### src/rtl/bcd_to_bin_seq_if.sv
// Handshake bundle between the setpoint entry logic (master) and the
// BCD-to-binary converter (slave), plus a debug view of the converter FSM.
interface bcd_to_bin_seq_if #(
  parameter int DIGITS = 4,
  parameter int BIN_W  = 12
);
  // Handshake: the master raises start with bcd_in valid; the converter takes it
  // only while busy=0 (IDLE). While busy=1, start is ignored and nothing is
  // queued. done pulses for one cycle once the result is registered. bin_out, err
  // and ovf are valid from done until the next done.
  logic                  start;
  logic [4*DIGITS-1:0]   bcd_in;
  logic                  busy;
  logic                  done;
  logic [BIN_W-1:0]      bin_out;
  logic                  err;
  logic                  ovf;
  logic [1:0]            dbg_state;

  modport master (
    output start, bcd_in,
    input  busy, done, bin_out, err, ovf, dbg_state
  );

  modport slave (
    input  start, bcd_in,
    output busy, done, bin_out, err, ovf, dbg_state
  );
endinterface

### src/rtl/bcd_to_bin_seq.sv
// Sequential packed-BCD to binary converter: validates all digits, then
// multiply-accumulates one digit per clock (MSD first) and saturates to 2^BIN_W-1.
module bcd_to_bin_seq #(
  parameter int DIGITS = 4,
  parameter int BIN_W  = 12
) (
  input  logic            CLOCK_50,
  input  logic            resetn,
  bcd_to_bin_seq_if.slave bus
);

  localparam int SW    = 4 * DIGITS;
  localparam int CNT_W = (DIGITS > 1) ? $clog2(DIGITS) : 1;
  localparam int EXT_W = ((SW > BIN_W) ? SW : BIN_W) + 1;

  localparam logic [BIN_W-1:0] MAX_VAL = {BIN_W{1'b1}};
  localparam logic [EXT_W-1:0] MAX_EXT = EXT_W'(MAX_VAL);
  localparam logic [CNT_W-1:0] LAST    = CNT_W'(DIGITS - 1);

  typedef enum logic [1:0] {
    IDLE  = 2'd0,
    CHECK = 2'd1,
    CONV  = 2'd2,
    DONE  = 2'd3
  } state_t;

  state_t             state;
  logic [SW-1:0]      sh;
  logic [SW-1:0]      acc;
  logic [CNT_W-1:0]   cnt;
  logic               busy;
  logic               done;
  logic [BIN_W-1:0]   bin_out;
  logic               err;
  logic               ovf;

  logic               digit_bad;
  logic [SW-1:0]      acc_next;
  logic [EXT_W-1:0]   acc_ext;

  always_comb begin
    digit_bad = 1'b0;
    for (int i = 0; i < DIGITS; i++) begin
      if (sh[4*i +: 4] > 4'd9) digit_bad = 1'b1;
    end
  end

  // acc*10 + next digit; acc never exceeds 10^DIGITS-1, so SW bits suffice.
  assign acc_next = (acc << 3) + (acc << 1) + SW'(sh[SW-1 -: 4]);
  assign acc_ext  = EXT_W'(acc_next);

  always_ff @(posedge CLOCK_50 or negedge resetn) begin
    if (!resetn) begin
      state   <= IDLE;
      sh      <= '0;
      acc     <= '0;
      cnt     <= '0;
      busy    <= 1'b0;
      done    <= 1'b0;
      bin_out <= '0;
      err     <= 1'b0;
      ovf     <= 1'b0;
    end else begin
      case (state)
        IDLE: begin
          done <= 1'b0;
          if (bus.start) begin
            sh    <= bus.bcd_in;
            acc   <= '0;
            cnt   <= '0;
            busy  <= 1'b1;
            state <= CHECK;
          end
        end

        CHECK: begin
          if (digit_bad) begin
            err     <= 1'b1;
            ovf     <= 1'b0;
            bin_out <= '0;
            done    <= 1'b1;
            state   <= DONE;
          end else begin
            state <= CONV;
          end
        end

        CONV: begin
          acc <= acc_next;
          sh  <= sh << 4;
          cnt <= cnt + 1'b1;
          // Result is registered on the same edge that consumes the last digit.
          if (cnt == LAST) begin
            done  <= 1'b1;
            err   <= 1'b0;
            state <= DONE;
            if (acc_ext > MAX_EXT) begin
              ovf     <= 1'b1;
              bin_out <= MAX_VAL;
            end else begin
              ovf     <= 1'b0;
              bin_out <= acc_ext[BIN_W-1:0];
            end
          end
        end

        DONE: begin
          done  <= 1'b0;
          busy  <= 1'b0;
          state <= IDLE;
        end

        default: begin
          done  <= 1'b0;
          busy  <= 1'b0;
          state <= IDLE;
        end
      endcase
    end
  end

  assign bus.busy      = busy;
  assign bus.done      = done;
  assign bus.bin_out   = bin_out;
  assign bus.err       = err;
  assign bus.ovf       = ovf;
  assign bus.dbg_state = state;

endmodule

### src/flat_wrapper.sv
// flat-port wrapper written by rule: the top's interface ports become plain ports
module bcd_to_bin_seq_flat 
#(
  parameter int DIGITS = 4,
  parameter int BIN_W  = 12
)
  (CLOCK_50, resetn, bus_start, bus_bcd_in, bus_busy, bus_done, bus_bin_out, bus_err, bus_ovf, bus_dbg_state);
  bcd_to_bin_seq_if #(.DIGITS(DIGITS), .BIN_W(BIN_W)) bus_i ();
  input  logic CLOCK_50;
  input  logic resetn;
  input wire logic [$bits(bus_i.start)-1:0] bus_start;
  input wire logic [$bits(bus_i.bcd_in)-1:0] bus_bcd_in;
  output wire logic [$bits(bus_i.busy)-1:0] bus_busy;
  output wire logic [$bits(bus_i.done)-1:0] bus_done;
  output wire logic [$bits(bus_i.bin_out)-1:0] bus_bin_out;
  output wire logic [$bits(bus_i.err)-1:0] bus_err;
  output wire logic [$bits(bus_i.ovf)-1:0] bus_ovf;
  output wire logic [$bits(bus_i.dbg_state)-1:0] bus_dbg_state;
  assign bus_i.start = bus_start;
  assign bus_i.bcd_in = bus_bcd_in;
  assign bus_busy = bus_i.busy;
  assign bus_done = bus_i.done;
  assign bus_bin_out = bus_i.bin_out;
  assign bus_err = bus_i.err;
  assign bus_ovf = bus_i.ovf;
  assign bus_dbg_state = bus_i.dbg_state;
  bcd_to_bin_seq #(.DIGITS(DIGITS), .BIN_W(BIN_W)) u_core (.CLOCK_50(CLOCK_50), .resetn(resetn), .bus(bus_i));
endmodule
### config.mk
export PLATFORM = sky130hd
export DESIGN_NAME = bcd_to_bin_seq_flat
export DESIGN_NICKNAME = d
export VERILOG_FILES = /design/src/rtl/bcd_to_bin_seq_if.sv /design/src/rtl/bcd_to_bin_seq.sv /design/src/flat_wrapper.sv
export SDC_FILE = /design/constraint.sdc
export NUM_CORES = 1
export LEC_CHECK = 0
export BUFFER_PORTS_ARGS = -buffer_cell sky130_fd_sc_hd__buf_2
export CAP_MARGIN = 5
export CORE_MARGIN = 2
export CORE_UTILIZATION = 63
export DETAILED_ROUTE_END_ITERATION = 8
export HOLD_SLACK_MARGIN = 0.12
export PLACE_DENSITY = 0.85
export SLEW_MARGIN = 10
export SYNTH_ARGS = -nofsm -noshare
export SYNTH_HDL_FRONTEND = slang
export SYNTH_SLANG_ARGS = --single-unit
### constraint.sdc
create_clock -name CLOCK_50 -period 5 [get_ports CLOCK_50]
set_clock_uncertainty 0.1 [all_clocks]
set_input_delay 0 -clock CLOCK_50 [delete_from_list [all_inputs] [get_ports CLOCK_50]]
set_output_delay 0 -clock CLOCK_50 [all_outputs]
set_load 0.05 [all_outputs]
* Word level (Yosys, flattened, before mapping) *
Cells that the tools add are included.
Widths: inputs -> output; s select.

operators by class
  add/sub/neg operators = 3
  order comparisons = 5
  eq/ne operators = 7
  multiplexer cells = 29
  reductions and logical operators = 10

operators with widths
  kind                  number
  $mux 12               3
  $pmux 16 s2           1
  $pmux 15 s2           1
  $pmux 12 s2           1
  $add 16x16->16        1
  $add 16x4->16         1
  $gt 16x12->1 const B  1
  $gt 4x4->1 const B    4
  $mux 16               1
  $mux 15               1
  $mux 1                12
  $pmux 2 s4            1
  $reduce_and 2->1      4
  $eq 2x2->1 const B    3
  $mux 2                3
  $pmux 1 s2            3
  $reduce_bool 2->1     3
  $ne 2x1->1 const B    2
  $pmux 2 s2            1
  $pmux 1 s3            1
  $reduce_and 3->1      1
  $add 2x1->2 const B   1
  $eq 2x1->1 const B    1
  $logic_not 2->1       1
  2 further kinds       2

word-level totals
  register bits = 51
  bits of input ports = 19
  output and inout bits = 18

* Longest topological paths before layout *
  depth in word-level cells = 7
  mapped depth = 10
  mapped depth without buffers = 9

* Worst setup path before layout *
OpenSTA, ideal clock, no wires.

  kind = register to register
  start = register u_core.acc[0]
  end = register u_core.bin_out[10], in the netlist u_core.bus.bin_out[10]
  library setup time = 0.147 ns
  data arrival time = 3.029 ns
  setup slack = 1.723 ns
  stages on the path, launching flop included = 10
  path buffers = 1
  cells stage by stage = dfrtp_1 > fa_1 > fa_1 > a21o_1 > a221o_1 > a2111oi_4 > nor3_2 > nor4_4 > buf_6 > a31oi_1

on the way
  longest elaborated chain between the ends = 6

ends and longest elaborated chain
  element                 line                   text
  from (decl)             bcd_to_bin_seq.sv:29   logic [SW-1:0] acc;
  from (signal assigned)  bcd_to_bin_seq.sv:89   acc <= acc_next;
  $add 16x16->16 *        bcd_to_bin_seq.sv:49   assign acc_next = (acc << 3) + (acc << 1) + SW'(sh[SW-1 -: 4]);
  $add 16x4->16 *         bcd_to_bin_seq.sv:49
  $gt 16x12->1            bcd_to_bin_seq.sv:97   if (acc_ext > MAX_EXT) begin
  $mux 12 *               bcd_to_bin_seq.sv:97
  $mux 12 *               bcd_to_bin_seq.sv:93   if (cnt == LAST) begin
  $pmux 12 s2 *           bcd_to_bin_seq.sv:64   case (state)
  to (signal assigned)    bcd_to_bin_seq.sv:102  bin_out <= acc_ext[BIN_W-1:0];
  to (decl)               bcd_to_bin_seq.sv:33   logic [BIN_W-1:0] bin_out;

Every way passes the cells marked *; elsewhere a longest branch is shown, timed or not. The select of a mux whose other input is x is not followed.
A chain may end at the register's enable or synchronous reset.

* Final worst setup path *
  start = register u_core.acc[0]
  end = register u_core.bin_out[11], in the netlist u_core.bus.bin_out[11]

The elaborated chain is that of the path after synthesis.

==> reports/metrics.yaml <==
run_status:
  status: "complete, no violations"
critical_path:
  r2r-start: "u_core.acc[0]"
  slowest_delay_ns: 0.68
  crit_type: "reg2reg"
  path_buf_inv: 0
  slowest_stage: "nor4_4"
  critical_path_required_ns: 5.06
  cp_max_fo: 13
  r2r_cells: 8
  end_kind: "flip-flop"
  critical_path.startpoint: "u_core.acc[0]"
  cp_cell_sequence: "fa_1 -> fa_1 -> a21o_1 -> a221o_1 -> a2111oi_4 -> nor3_2 -> nor4_4 -> a31oi_1"
  crit_family: "compound AO/OA/AOI/OAI gates"
  cp.arrival_ns: 3.76
  reg2reg_to: "u_core.bus.bin_out[11]"
  cp-start-kind: "flip-flop"
  crit_path_end: "u_core.bus.bin_out[11]"
  crit_top_cell: "fa_1"
  cp.depth: 8
  rrSetupSlack_ns: 1.30
yosys:
  ys_types: 44
  synth.area.top_cells: "dfrtp_1 (40%), ha_1 (12%), mux2i_1 (6.9%)"
  synth-edff-count: 0
  syn_area_um2: 3212
  avgSynthCellArea_um2: 9.703
  ys_seq_area_share_pct: 39.74
  synth_common_cells: "dfrtp_1 (51), nand2_1 (40), o21ai_0 (36)"
  synth_most_common_cell: "dfrtp_1"
  synthFlopType: "dfrtp_1"
  synth_top_area_share_pct: 39.74
  postSynth.asyncResetShare_pct: 100.0
  yosysTopAreaCell: "dfrtp_1"
  synth_warnings: 0
  syn_nets: 383
  syn_inst: 331
  synth_seq_cells: 51
global_route:
  antenna_found_initial: 0
  grt_pass1_wl_mm: 12.53
  grt_use_total_pct: 29.54
  grt_max_degree: 52
  grt_pass1_vias: 2668
  grt_overflow: 0
floorplan:
  die-area_um2: 5685
  fp-row-count: 25
  die_w_um: 75.40
  num_io_pins: 37
  start_util_pct: 66.68
  core_um2: 4817
  die_h_um: 75.40
clock_tree:
  htree_levels: 2
  cts_setup_buffers: 0
  cts-root-buf: "clkbuf_8"
  cts_inserted_buffers: 5
  clockBufferDepth: 2
  clkTransAtPathRegs_ns: 0.10
  clkLatencyLatePin_ns: 0.31
  clkSinkCount: 51
  cts_tree: "done"
min_path:
  hp-class: "in2async"
power:
  power_density_nw_per_um2: 660.9
  p_leak_nw: 1.782
  peakVddDrop_uv: 322.1
placed_design:
  gp_congestion: 0.8777
  dpl.hpwl_mm: 5.272
  place_area_um2: 3417
  portBuffers: 36
  placedCellCount: 418
layout:
  final_cells: 444
  stdcell_area_um2: 3685
  layout-drive-gt1-share_pct: 13.53
  final_nets: 428
  syn_to_final_growth_pct: 14.73
  fin_util_pct: 76.49
  diodes: 0
route:
  route.final.wire_length_mm: 7.704
  wl_met2_mm: 3.870
  dr.pass1.iters: 5
  drc_errors: 0
  vias: 2741
  wl_met3_um: 480
  wire_per_inst_um: 17.35
  postRouteAntennaNets: 0
  drt_iter0_markers: 230
  top_layer_used: "met4"
  wirelength_met1_mm: 3.216
  via_per_inst: 6.173
timing:
  timing.setup.tns_ns: 0
  relSlewSlack_pct: 26.45
  setup_viol: 0
  rsz0062_at_grt: "no"
  worst_pin_slew_ns: 1.103
  slew_viol_final: 0
  post-route-period-util_pct: 73.97
  fmax_mhz: 270.4
  hold_viol_final: 0
  period_needed_ns: 3.699
run:
  max_cap_viol_count: 0
==> kinds of logic after synthesis <==
family,share of synthesized area [%]
AND/OR/NAND/NOR,10.48
buffers and inverters,3.116
flip-flops,39.73
multiplexers,7.207
adder cells (fa/ha/maj),13.32
XOR/XNOR,3.000
AO/OA/AOI/OAI,23.14
==> state kept, by name, indices dropped and copies added, names as in the netlist <==
signal	cells
u_core.acc	15
u_core.bus.bin_out	12
u_core.bus.busy	1
u_core.bus.dbg_state	2
u_core.bus.done	1
u_core.bus.err	1
u_core.bus.ovf	1
u_core.cnt	2
u_core.sh	16
==> how the worst min path moves through the flow <==
stage | end | startpoint | depth (start not counted) | slack, ns
floorplan | u_core.acc[0] | resetn | 0 | -0.40
global route | u_core.sh[2] | bus_bcd_in[2] | 3 | 0.38
finish | u_core.acc[5] | resetn | 2 | 0.33
detailed placement | u_core.sh[3] | bus_bcd_in[3] | 2 | 0.12
global placement | u_core.sh[3] | bus_bcd_in[3] | 2 | 0.11
CTS | u_core.sh[3] | bus_bcd_in[3] | 3 | 0.33
==> metrics by stage <==
stage	hold slack (ns)	setup slack (ns)	power, W
CTS	0.3292	1.327	0.002399
detailed placement	0.1200	1.346	0.002144
floorplan	-0.3956	1.723	0.001827
finish	0.3256	1.301	0.002435
global route	0.3767	1.074	0.002631
global placement	0.1147	1.417	0.002077
==> report_power, final <==
part | internal (W) | switching, W | total (W) | leakage (nW)
combinational | 0.000517 | 0.000978 | 0.00150 | 1.07
sequential | 0.000566 | 0.000131 | 0.000696 | 0.665
clock | 0.0000989 | 0.000145 | 0.000244 | 0.0483
total | 0.00118 | 0.00125 | 0.00244 | 1.78
==> routing by layer <==
metal  GRT usage [%]  vias up
met3           6.349       18
met1           37.38     1303
met4           11.31        0
met5               0        -
met2           49.76      119
li1                -     1301
==> final cells by class <==
class,count,area [µm²]
Clock buffer,5,68.82
Clock inverter,3,18.77
Fill cell,362,1132
Inverter,6,22.52
Multi-Input combinational cell,256,1839
Sequential cell,51,1276
Tap cell,67,83.83
Timing Repair Buffer,56,375.4
==> timing repair <==
action	CTS	global route
resized for setup	0	0
hold buffers	18	0
endpoints found under the hold margin	69	0
==> cells in the final DEF, fill, tap and decap left out, drive strengths merged, types with 3 or more instances in the layout <==
cell and n:
and3 4, a21o 8, a211oi 3, o21ai 36, o211ai 3, dfrtp 51
buf 38, mux2i 22, ha 31, a21oi 35, inv 7, clkbuf 5
a22o 4, dlygate4sd3 18, a31oi 9, nor3 7, nor2 6, a22oi 9
nand2 40, xnor2 9
Note: power is estimated with default switching activity, not from simulation.
